===== src/rtl/seq_divider_pkg.sv =====
// seq_divider_pkg: shared types and constants for the sequential divider.
//   state_t        - controller states (IDLE / ITER / FIX)
//   count_width()  - width of an iteration counter able to hold WIDTH
//   most_negative()- two's-complement most-negative pattern for a given width
package seq_divider_pkg;

    typedef enum logic [1:0] {
        IDLE,
        ITER,
        FIX
    } state_t;

    localparam int DEFAULT_WIDTH = 16;

    function automatic int count_width(input int width);
        return $clog2(width + 1);
    endfunction

    // Returned 64 bits wide; callers size it down to their own width.
    function automatic logic [63:0] most_negative(input int width);
        return 64'(1) << (width - 1);
    endfunction

endpackage


===== src/rtl/carry_look_adder.sv =====
// carry_look_adder: WIDTH-bit adder with carries derived from generate and
// propagate terms.
//   a, b  in  WIDTH  addends
//   cin   in  1      carry in
//   sum   out WIDTH  a + b + cin (low WIDTH bits)
//   cout  out 1      carry out of the top bit
module carry_look_adder #(
    parameter int WIDTH = 16
) (
    input  logic [WIDTH-1:0] a,
    input  logic [WIDTH-1:0] b,
    input  logic             cin,
    output logic [WIDTH-1:0] sum,
    output logic             cout
);

    logic [WIDTH-1:0] gen;
    logic [WIDTH-1:0] prop;
    logic [WIDTH:0]   carry;

    assign gen  = a & b;
    assign prop = a ^ b;

    always_comb begin
        // NOTE: every always_comb target gets a full default first so no latch is inferred.
        carry    = '0;
        carry[0] = cin;
        for (int i = 0; i < WIDTH; i++) begin
            carry[i+1] = gen[i] | (prop[i] & carry[i]);
        end
    end

    assign sum  = prop ^ carry[WIDTH-1:0];
    assign cout = carry[WIDTH];

endmodule


===== src/rtl/complimenter_2.sv =====
// complimenter_2: conditional two's-complement negation.
//   value   in  WIDTH  operand
//   enable  in  1      1 = negate, 0 = pass through
//   result  out WIDTH  enable ? -value : value
module complimenter_2 #(
    parameter int WIDTH = 16
) (
    input  logic [WIDTH-1:0] value,
    input  logic             enable,
    output logic [WIDTH-1:0] result
);

    assign result = enable ? (~value + WIDTH'(1)) : value;

endmodule


===== src/rtl/divider_step.sv =====
// divider_step: one combinational restoring-division iteration.
//   rem          in  WIDTH+1  current partial remainder
//   bit_in       in  1        next dividend bit shifted in
//   divisor_mag  in  WIDTH    divisor magnitude
//   rem_next     out WIDTH+1  partial remainder after this step
//   q_bit        out 1        quotient bit produced by this step
module divider_step #(
    parameter int WIDTH = 16
) (
    input  logic [WIDTH:0]   rem,
    input  logic             bit_in,
    input  logic [WIDTH-1:0] divisor_mag,
    output logic [WIDTH:0]   rem_next,
    output logic             q_bit
);

    logic [WIDTH:0] shifted;
    logic [WIDTH:0] trial;
    logic           no_borrow;
    logic           unused_rem_msb;

    // The partial remainder is always below the divisor, so its top bit is
    // zero on entry and is dropped by the shift.
    assign unused_rem_msb = rem[WIDTH];
    assign shifted        = {rem[WIDTH-1:0], bit_in};

    // shifted - divisor as shifted + ~divisor + 1; a carry out means no
    // borrow, i.e. the trial remainder is non-negative.
    carry_look_adder #(.WIDTH(WIDTH + 1)) u_sub (
        .a    (shifted),
        .b    (~{1'b0, divisor_mag}),
        .cin  (1'b1),
        .sum  (trial),
        .cout (no_borrow)
    );

    assign q_bit    = no_borrow;
    assign rem_next = no_borrow ? trial : shifted;

endmodule


===== src/rtl/seq_divider.sv =====
// seq_divider: multi-cycle restoring divider, one quotient bit per clock,
// signed or unsigned, with start/busy/done handshake.
//   clk, reset            clock and asynchronous active-high reset
//   start                 request, sampled only when idle
//   signed_mode           1 = two's-complement operands (latched with start)
//   dividend, divisor     operands (latched with start)
//   busy                  division in progress
//   done                  one-cycle pulse when results become valid
//   quotient, remainder   registered results
//   div_by_zero, overflow flags for the last completed operation
module seq_divider
    import seq_divider_pkg::*;
#(
    parameter int WIDTH = DEFAULT_WIDTH
) (
    input  logic             clk,
    input  logic             reset,
    input  logic             start,
    input  logic             signed_mode,
    input  logic [WIDTH-1:0] dividend,
    input  logic [WIDTH-1:0] divisor,
    output logic             busy,
    output logic             done,
    output logic [WIDTH-1:0] quotient,
    output logic [WIDTH-1:0] remainder,
    output logic             div_by_zero,
    output logic             overflow
);

    localparam int               CNT_W   = count_width(WIDTH);
    localparam logic [WIDTH-1:0] MIN_NEG = WIDTH'(most_negative(WIDTH));

    state_t           state;
    logic             signed_r;
    logic             dvd_neg;
    logic             dvs_neg;
    logic             zero_div;
    logic             ovf_r;
    logic [WIDTH:0]   rem_r;
    logic [WIDTH-1:0] dvd_r;     // dividend magnitude, becomes the quotient
    logic [WIDTH-1:0] dvs_r;     // divisor magnitude
    logic [CNT_W-1:0] count;

    logic [WIDTH-1:0] dvd_mag_in;
    logic [WIDTH-1:0] dvs_mag_in;
    logic [WIDTH:0]   rem_next;
    logic             q_bit;
    logic [WIDTH-1:0] rem_src;
    logic [WIDTH-1:0] quo_fixed;
    logic [WIDTH-1:0] rem_fixed;

    complimenter_2 #(.WIDTH(WIDTH)) u_mag_dvd (
        .value  (dividend),
        .enable (signed_mode & dividend[WIDTH-1]),
        .result (dvd_mag_in)
    );

    complimenter_2 #(.WIDTH(WIDTH)) u_mag_dvs (
        .value  (divisor),
        .enable (signed_mode & divisor[WIDTH-1]),
        .result (dvs_mag_in)
    );

    divider_step #(.WIDTH(WIDTH)) u_step (
        .rem         (rem_r),
        .bit_in      (dvd_r[WIDTH-1]),
        .divisor_mag (dvs_r),
        .rem_next    (rem_next),
        .q_bit       (q_bit)
    );

    // On divide-by-zero no iteration runs, so dvd_r still holds the dividend
    // magnitude; re-applying the dividend sign restores the original value.
    assign rem_src = zero_div ? dvd_r : rem_r[WIDTH-1:0];

    complimenter_2 #(.WIDTH(WIDTH)) u_fix_quo (
        .value  (dvd_r),
        .enable (signed_r & (dvd_neg ^ dvs_neg)),
        .result (quo_fixed)
    );

    complimenter_2 #(.WIDTH(WIDTH)) u_fix_rem (
        .value  (rem_src),
        .enable (signed_r & dvd_neg),
        .result (rem_fixed)
    );

    always_ff @(posedge clk or posedge reset) begin
        if (reset) begin
            state       <= IDLE;
            signed_r    <= 1'b0;
            dvd_neg     <= 1'b0;
            dvs_neg     <= 1'b0;
            zero_div    <= 1'b0;
            ovf_r       <= 1'b0;
            rem_r       <= '0;
            dvd_r       <= '0;
            dvs_r       <= '0;
            count       <= '0;
            busy        <= 1'b0;
            done        <= 1'b0;
            quotient    <= '0;
            remainder   <= '0;
            div_by_zero <= 1'b0;
            overflow    <= 1'b0;
        end else begin
            // NOTE: sequential state uses non-blocking assignments so every register sees pre-edge values.
            done <= 1'b0;
            case (state)
                IDLE: begin
                    if (start) begin
                        signed_r <= signed_mode;
                        dvd_neg  <= dividend[WIDTH-1];
                        dvs_neg  <= divisor[WIDTH-1];
                        dvd_r    <= dvd_mag_in;
                        dvs_r    <= dvs_mag_in;
                        rem_r    <= '0;
                        count    <= CNT_W'(WIDTH);
                        zero_div <= (divisor == '0);
                        ovf_r    <= signed_mode && (dividend == MIN_NEG) && (divisor == '1);
                        busy     <= 1'b1;
                        state    <= (divisor == '0) ? FIX : ITER;
                    end
                end
                ITER: begin
                    rem_r <= rem_next;
                    dvd_r <= {dvd_r[WIDTH-2:0], q_bit};
                    count <= count - CNT_W'(1);
                    if (count == CNT_W'(1)) begin
                        state <= FIX;
                    end
                end
                FIX: begin
                    quotient    <= zero_div ? '1 : quo_fixed;
                    remainder   <= rem_fixed;
                    div_by_zero <= zero_div;
                    overflow    <= ovf_r;
                    busy        <= 1'b0;
                    done        <= 1'b1;
                    state       <= IDLE;
                end
                default: state <= IDLE;
            endcase
        end
    end

endmodule


===== config.mk =====
export PLATFORM = sky130hd
export DESIGN_NAME = seq_divider
export DESIGN_NICKNAME = d
export VERILOG_FILES = /design/src/rtl/seq_divider_pkg.sv /design/src/rtl/carry_look_adder.sv /design/src/rtl/complimenter_2.sv /design/src/rtl/divider_step.sv /design/src/rtl/seq_divider.sv
export SDC_FILE = /design/constraint.sdc
export NUM_CORES = 1
export LEC_CHECK = 0
export CORE_UTILIZATION = 38
export CTS_BUF_LIST = sky130_fd_sc_hd__clkbuf_8 sky130_fd_sc_hd__clkbuf_16
export CTS_CLUSTER_SIZE = 40
export DETAILED_ROUTE_END_ITERATION = 8
export GPL_ROUTABILITY_DRIVEN = 0
export REMOVE_ABC_BUFFERS = 1
export SYNTH_ARGS = -nofsm -noshare
export SYNTH_HDL_FRONTEND = slang
export SYNTH_HIERARCHICAL = 1
export SYNTH_SLANG_ARGS = --single-unit

===== constraint.sdc =====
create_clock -name clk -period 10.2 [get_ports clk]
set_input_delay 2.04 -clock clk [delete_from_list [all_inputs] [get_ports clk]]
set_output_delay 2.04 -clock clk [all_outputs]
set_load 0.02 [all_outputs]

* Yosys cells after proc, flatten, opt, wreduce, memory -nomap -nowiden
Cells that the tools add are included.
Word-level totals: output and inout port bits 36, word-level logic and storage cells 104, input bits 36, register bits after elaboration 96
Cells by class: bitwise logic cells 46, add/sub/neg operators 5, reductions and logical operators 10, mux-type cells 20, equality and inequality tests 7
Operator list (number):
- two-way mux 16 bit | 9
- adder 16 x 1 -> 16 bit (second input constant) | 4
- inverter 16 bit | 4
- one-hot mux 16 bit (2 select lines) | 2
- == test 16 bit (second input constant) | 2
- bitwise AND 1 bit | 20
- bitwise AND 17 bit | 1
- inverter 16 -> 17 bit | 1
- bitwise OR 1 bit | 17
- XOR 17 bit | 1
- logical NOT 16 bit | 1
- XOR 16 bit | 1
- one-hot mux 5 bit (2 select lines) | 1
- AND reduction 2 bit | 4
- two-way mux 2 bit | 3
- == test 5 x 1 -> 1 bit (second input constant) | 1
- two-way mux 5 bit | 1
- subtractor 5 x 1 -> 5 bit (second input constant) | 1
- inequality test 2 bit (second input constant) | 2
- one-hot mux 2 bit (2 select lines) | 1
- nonzero test 2 bit | 2
- == test 2 x 1 -> 1 bit (second input constant) | 1
- == test 2 bit (second input constant) | 1
- logical AND 1 bit | 2
- other kinds (4) | 5

* Depth between registers and ports, before layout
depth in word-level cells 37, gate-level depth with buffers 26, mapped depth without buffers 24

* Modules after synthesis
Netlist, hierarchy kept.
Modules (own cells, without submodules):
- seq_divider | sequential area each 2427.3 sq um, cells each 437, area an instance 4179.0 sq um, times used 1
- complimenter_2 | sequential area each 0.0 sq um, cells each 47, area an instance 332.8 sq um, times used 4
- carry_look_adder | sequential area each 0.0 sq um, cells each 27, area an instance 377.9 sq um, times used 1
- divider_step | sequential area each 0.0 sq um, cells each 36, area an instance 324.1 sq um, times used 1

* Worst setup path before layout
OpenSTA, ideal clock, no wires.
path kind register to register, start point reg dvd_r[15], end point reg rem_r[10], arrival 7.353 ns, period minus slack after synthesis 7.474 ns, stages on the path, launching flop included 26, path slack 2.726 ns, library setup time 0.121 ns, required time 10.079 ns, path buffers 2, cells stage by stage dfrtp_1 -> inv_1 -> fa_1 -> inv_1 -> fa_1 -> fa_1 -> fa_1 -> fa_1 -> fa_1 -> fa_1 -> fa_1 -> fa_1 -> fa_1 -> fa_1 -> fa_1 -> fa_1 -> fa_1 -> fa_1 -> fa_1 -> inv_1 -> fa_1 -> inv_1 -> buf_6 -> buf_12 -> mux2_4 -> a22o_1
Between the ends: word-level cells in the longest chain between the ends 36, elaborated cells between the ends (all ways) 38, classes of those cells 2 x mux; 36 x bitwise
RTL lines:
- start: declaration | RTL line seq_divider.sv:40 | logic [WIDTH-1:0] dvd_r;
- start signal: assignment | RTL line seq_divider.sv:115 | dvd_r <= dvd_mag_in;
- start signal: assignment | RTL line seq_divider.sv:127 | dvd_r <= {dvd_r[WIDTH-2:0], q_bit};
- bitwise AND 17 bit / XOR 17 bit (equally long branches) | RTL line carry_look_adder.sv:21, carry_look_adder.sv:22
- bitwise OR 1 bit (*) | RTL line carry_look_adder.sv:29 | carry[i+1] = gen[i] | (prop[i] & carry[i]);
- bitwise AND 1 bit (*) | RTL line carry_look_adder.sv:29
- bitwise OR 1 bit (*) | RTL line carry_look_adder.sv:29
- bitwise AND 1 bit (*) | RTL line carry_look_adder.sv:29
- bitwise OR 1 bit (*) | RTL line carry_look_adder.sv:29
- bitwise AND 1 bit (*) | RTL line carry_look_adder.sv:29
- bitwise OR 1 bit (*) | RTL line carry_look_adder.sv:29
- [22 not listed]
- bitwise AND 1 bit (*) | RTL line carry_look_adder.sv:29
- bitwise OR 1 bit (*) | RTL line carry_look_adder.sv:29
- bitwise AND 1 bit (*) | RTL line carry_look_adder.sv:29
- bitwise OR 1 bit (*) | RTL line carry_look_adder.sv:29
- via q_bit | RTL line seq_divider.sv:47 | logic q_bit;
- two-way mux 16 bit (*) | RTL line divider_step.sv:38 | assign rem_next = no_borrow ? trial : shifted;
- via rem_next[10] | RTL line seq_divider.sv:46 | logic [WIDTH:0] rem_next;
- one-hot mux 16 bit (2 select lines) (*) | RTL line seq_divider.sv:109 | case (state)
- end signal: assignment | RTL line seq_divider.sv:126 | rem_r <= rem_next;
- end: declaration | RTL line seq_divider.sv:39 | logic [WIDTH:0] rem_r;
The timed path passes the listed nets; every way through them passes the cells marked *. A chain may end at the register's enable or synchronous reset.

* Final worst setup path
start point reg dvd_r[15], end point reg rem_r[11]
Same word-level chain as after synthesis.

==> impl_results.md <==
* Slew headroom at 0.376
* Commonest non-fill, non-tap cell in the layout: nand2_1
* Worst-path cell chain: inv_1, fa_1, inv_1, fa_1, fa_1, fa_1, fa_1, fa_1, fa_1, fa_1, fa_1, fa_1, fa_1, fa_1, fa_1, fa_1, fa_1, fa_1, inv_1, fa_1, inv_1, mux2_4, a22o_1
* Nets at 795
* NetSw at 843 uW
* Final instance area at 7270 um^2
* Final Hold Fails at 0
* Crit-path max cell delay at approximately 0.45 ns
* Total track usage at 0.188
* Routed Antenna Nets at 0
* Critical path arrival at 8.19 ns
* Cell area power density at 277 nW/um^2
* Num Clock Sinks at 96
* Seq pwr share at 0.342
* R2R cell count at 23
* Row count at 46
* I/O pin cnt at 72
* Gate power share at 0.501
* Crit. End Element: flip-flop
* # DRC at 0
* Reg2reg setup slack at 2.25 ns
* Clock share of power at 0.156
* P_leak at 3.31 nW
* Total grt overflow at 0
* Ant diodes at 0
* Die Y at about 130 um
* Startpoint types: flip-flop
* Hold depth at 2
* FF-to-FF Start: dvd_r[15]
* Core box area at between 15000 and 20000 um^2
* Mean post-synth cell area at 9.01 um^2
* Largest net degree at the start of global routing at between 60 and 70
* Vias in the first global route at 4872
* First DRT Iteration DRCs at 244
* Post-CTS sizing at 0
* Setup TNS at 0 ns
* H-tree depth at 3
* Hold Crit Class: reg -> reg
* Longest Clk Path Bufs at 2
* Hpwl dp at 10700 um
* Fin. max-slew vios at 0
* Placed cell areas at 7000 um^2
* Period utilization at 0.780
* TritonCTS buffer count at 9
* Clock Skew at 0.00853 ns
* Most frequent cells in the layout: 185 x nand2_1, 96 x dfrtp_1, 71 x clkdlybuf4s50_1, 51 x o21ai_0, 42 x inv_1
* Die area at approximately 17000 um^2
* Final wirelength at 14500 um
* Hold Startpoint: div_by_zero
* Post-Syn Instances at 684
* # setup viols final at 0
* Status: finished clean
* Setup bufs post-CTS at 0
* Root Driver: clkbuf_16
* Cell Area, Synth at 6160 um^2
* Chip Width at 129 um
* Internal power at 1.18 mW
* Critical path's slowest cell: dfrtp_1
* Sw Share at 0.418
* Final WS setup at around 2.2 ns
* Worst-Skew Late Latency at 0.35 ns
* Port bufs at 71
* Min cycle time layout at 7.95 ns
* CP required at 10.44 ns
* DR WL/cell at 15.2 um
* Detailed-route via count at 4841
* Hold_buf cts at 0
* First-pass GRT wire length at 24500 um
* Worst Hold Path EP: div_by_zero
* CP Launch Point: dvd_r[15]
* Pre-CTS setup slack at 2.27 ns
* CTS tree: built
* Max Cap Viol at 0
* VDD IR max at about 0.13 mV
* Via density at 5.06
* Least-Margin Pin Slew at between 0.9 and 1 ns
* Initial Util at 0.388
* Layout area overhead at 18.0%
* CP max FO at 17
* First-pass DRT Iterations at 5
* Synth Warn # at 6
* Initial antenna violation count at 0
* Worst Setup Path Type: reg -> reg
* CP dominant cell by count: fa_1
* Overall Power at 2.02 mW
* R2r endpoint: rem_r[11]
* Final core occ at 0.458
* RSZ-0062 raised after global routing: false
* Max Clk Rate at 0.126 GHz
* Share of cells above drive strength 1 at 0.0946
* Worst-path clk slew at 0.06 ns
state kept, by name, summed over array words and instances, names as in the netlist, 2 cells and up:
signal,count
quotient,16
remainder,16
rem_r,16
count,5
dvs_r,16
state,2
dvd_r,16
worst max path at each step:
stage,endpoint,cells past startpoint
final,rem_r[11],23
after global placement,rem_r[7],23
after CTS,rem_r[11],23
after detailed placement,rem_r[11],23
after global routing,rem_r[11],23
after floorplan,rem_r[10],23
metrics by stage:
step	std cells	hold slack, ns
6_report	956	0.473
5_1_grt	956	0.490
4_1_cts	956	0.478
3_5_place_dp	941	0.463
3_3_place_gp	941	0.459
2_1_floorplan	649	0.439
per-layer routing:
layer  track usage  vias up  wire length (um)
met5             0        -                 0
met4        0.0699        0               284
met3        0.0326       22               583
met2         0.306      117              6720
met1         0.250     2297              6910
li1              -     2405                 -
worst max-delay path, delay by kind of cell (launching register included):
kind,cells,cell delay [ns]
adder cells (fa/ha/maj),17,6.21
buffers and inverters,4,0.56
multiplexers,1,0.41
AO/OA/AOI/OAI,1,0.20
flip-flops,1,0.45
area by class of cell:
| type | count | area (um^2) |
|---|---|---|
| Multi-Input combinational cell | 510 | 3420 |
| Timing Repair Buffer | 76 | 748 |
| Clock buffer | 11 | 253 |
| Tap cell | 216 | 270 |
| Inverter | 43 | 163 |
| Sequential cell | 96 | 2400 |
| Clock inverter | 4 | 21.3 |
| Fill cell | 1554 | 8610 |
power by group through the flow:
| stage | sequential, mW | combinational, mW | clock, mW |
|---|---|---|---|
| 3_5_place_dp | 0.697 | 1.01 | 0 |
| 2_1_floorplan | 0.706 | 0.662 | 0 |
| 4_1_cts | 0.691 | 1.02 | 0.325 |
| 3_3_place_gp | 0.690 | 0.983 | 0 |
| 5_1_grt | 0.713 | 1.14 | 0.342 |
| 6_report | 0.691 | 1.01 | 0.316 |
No activity file was read; power rests on OpenSTA's default activity.
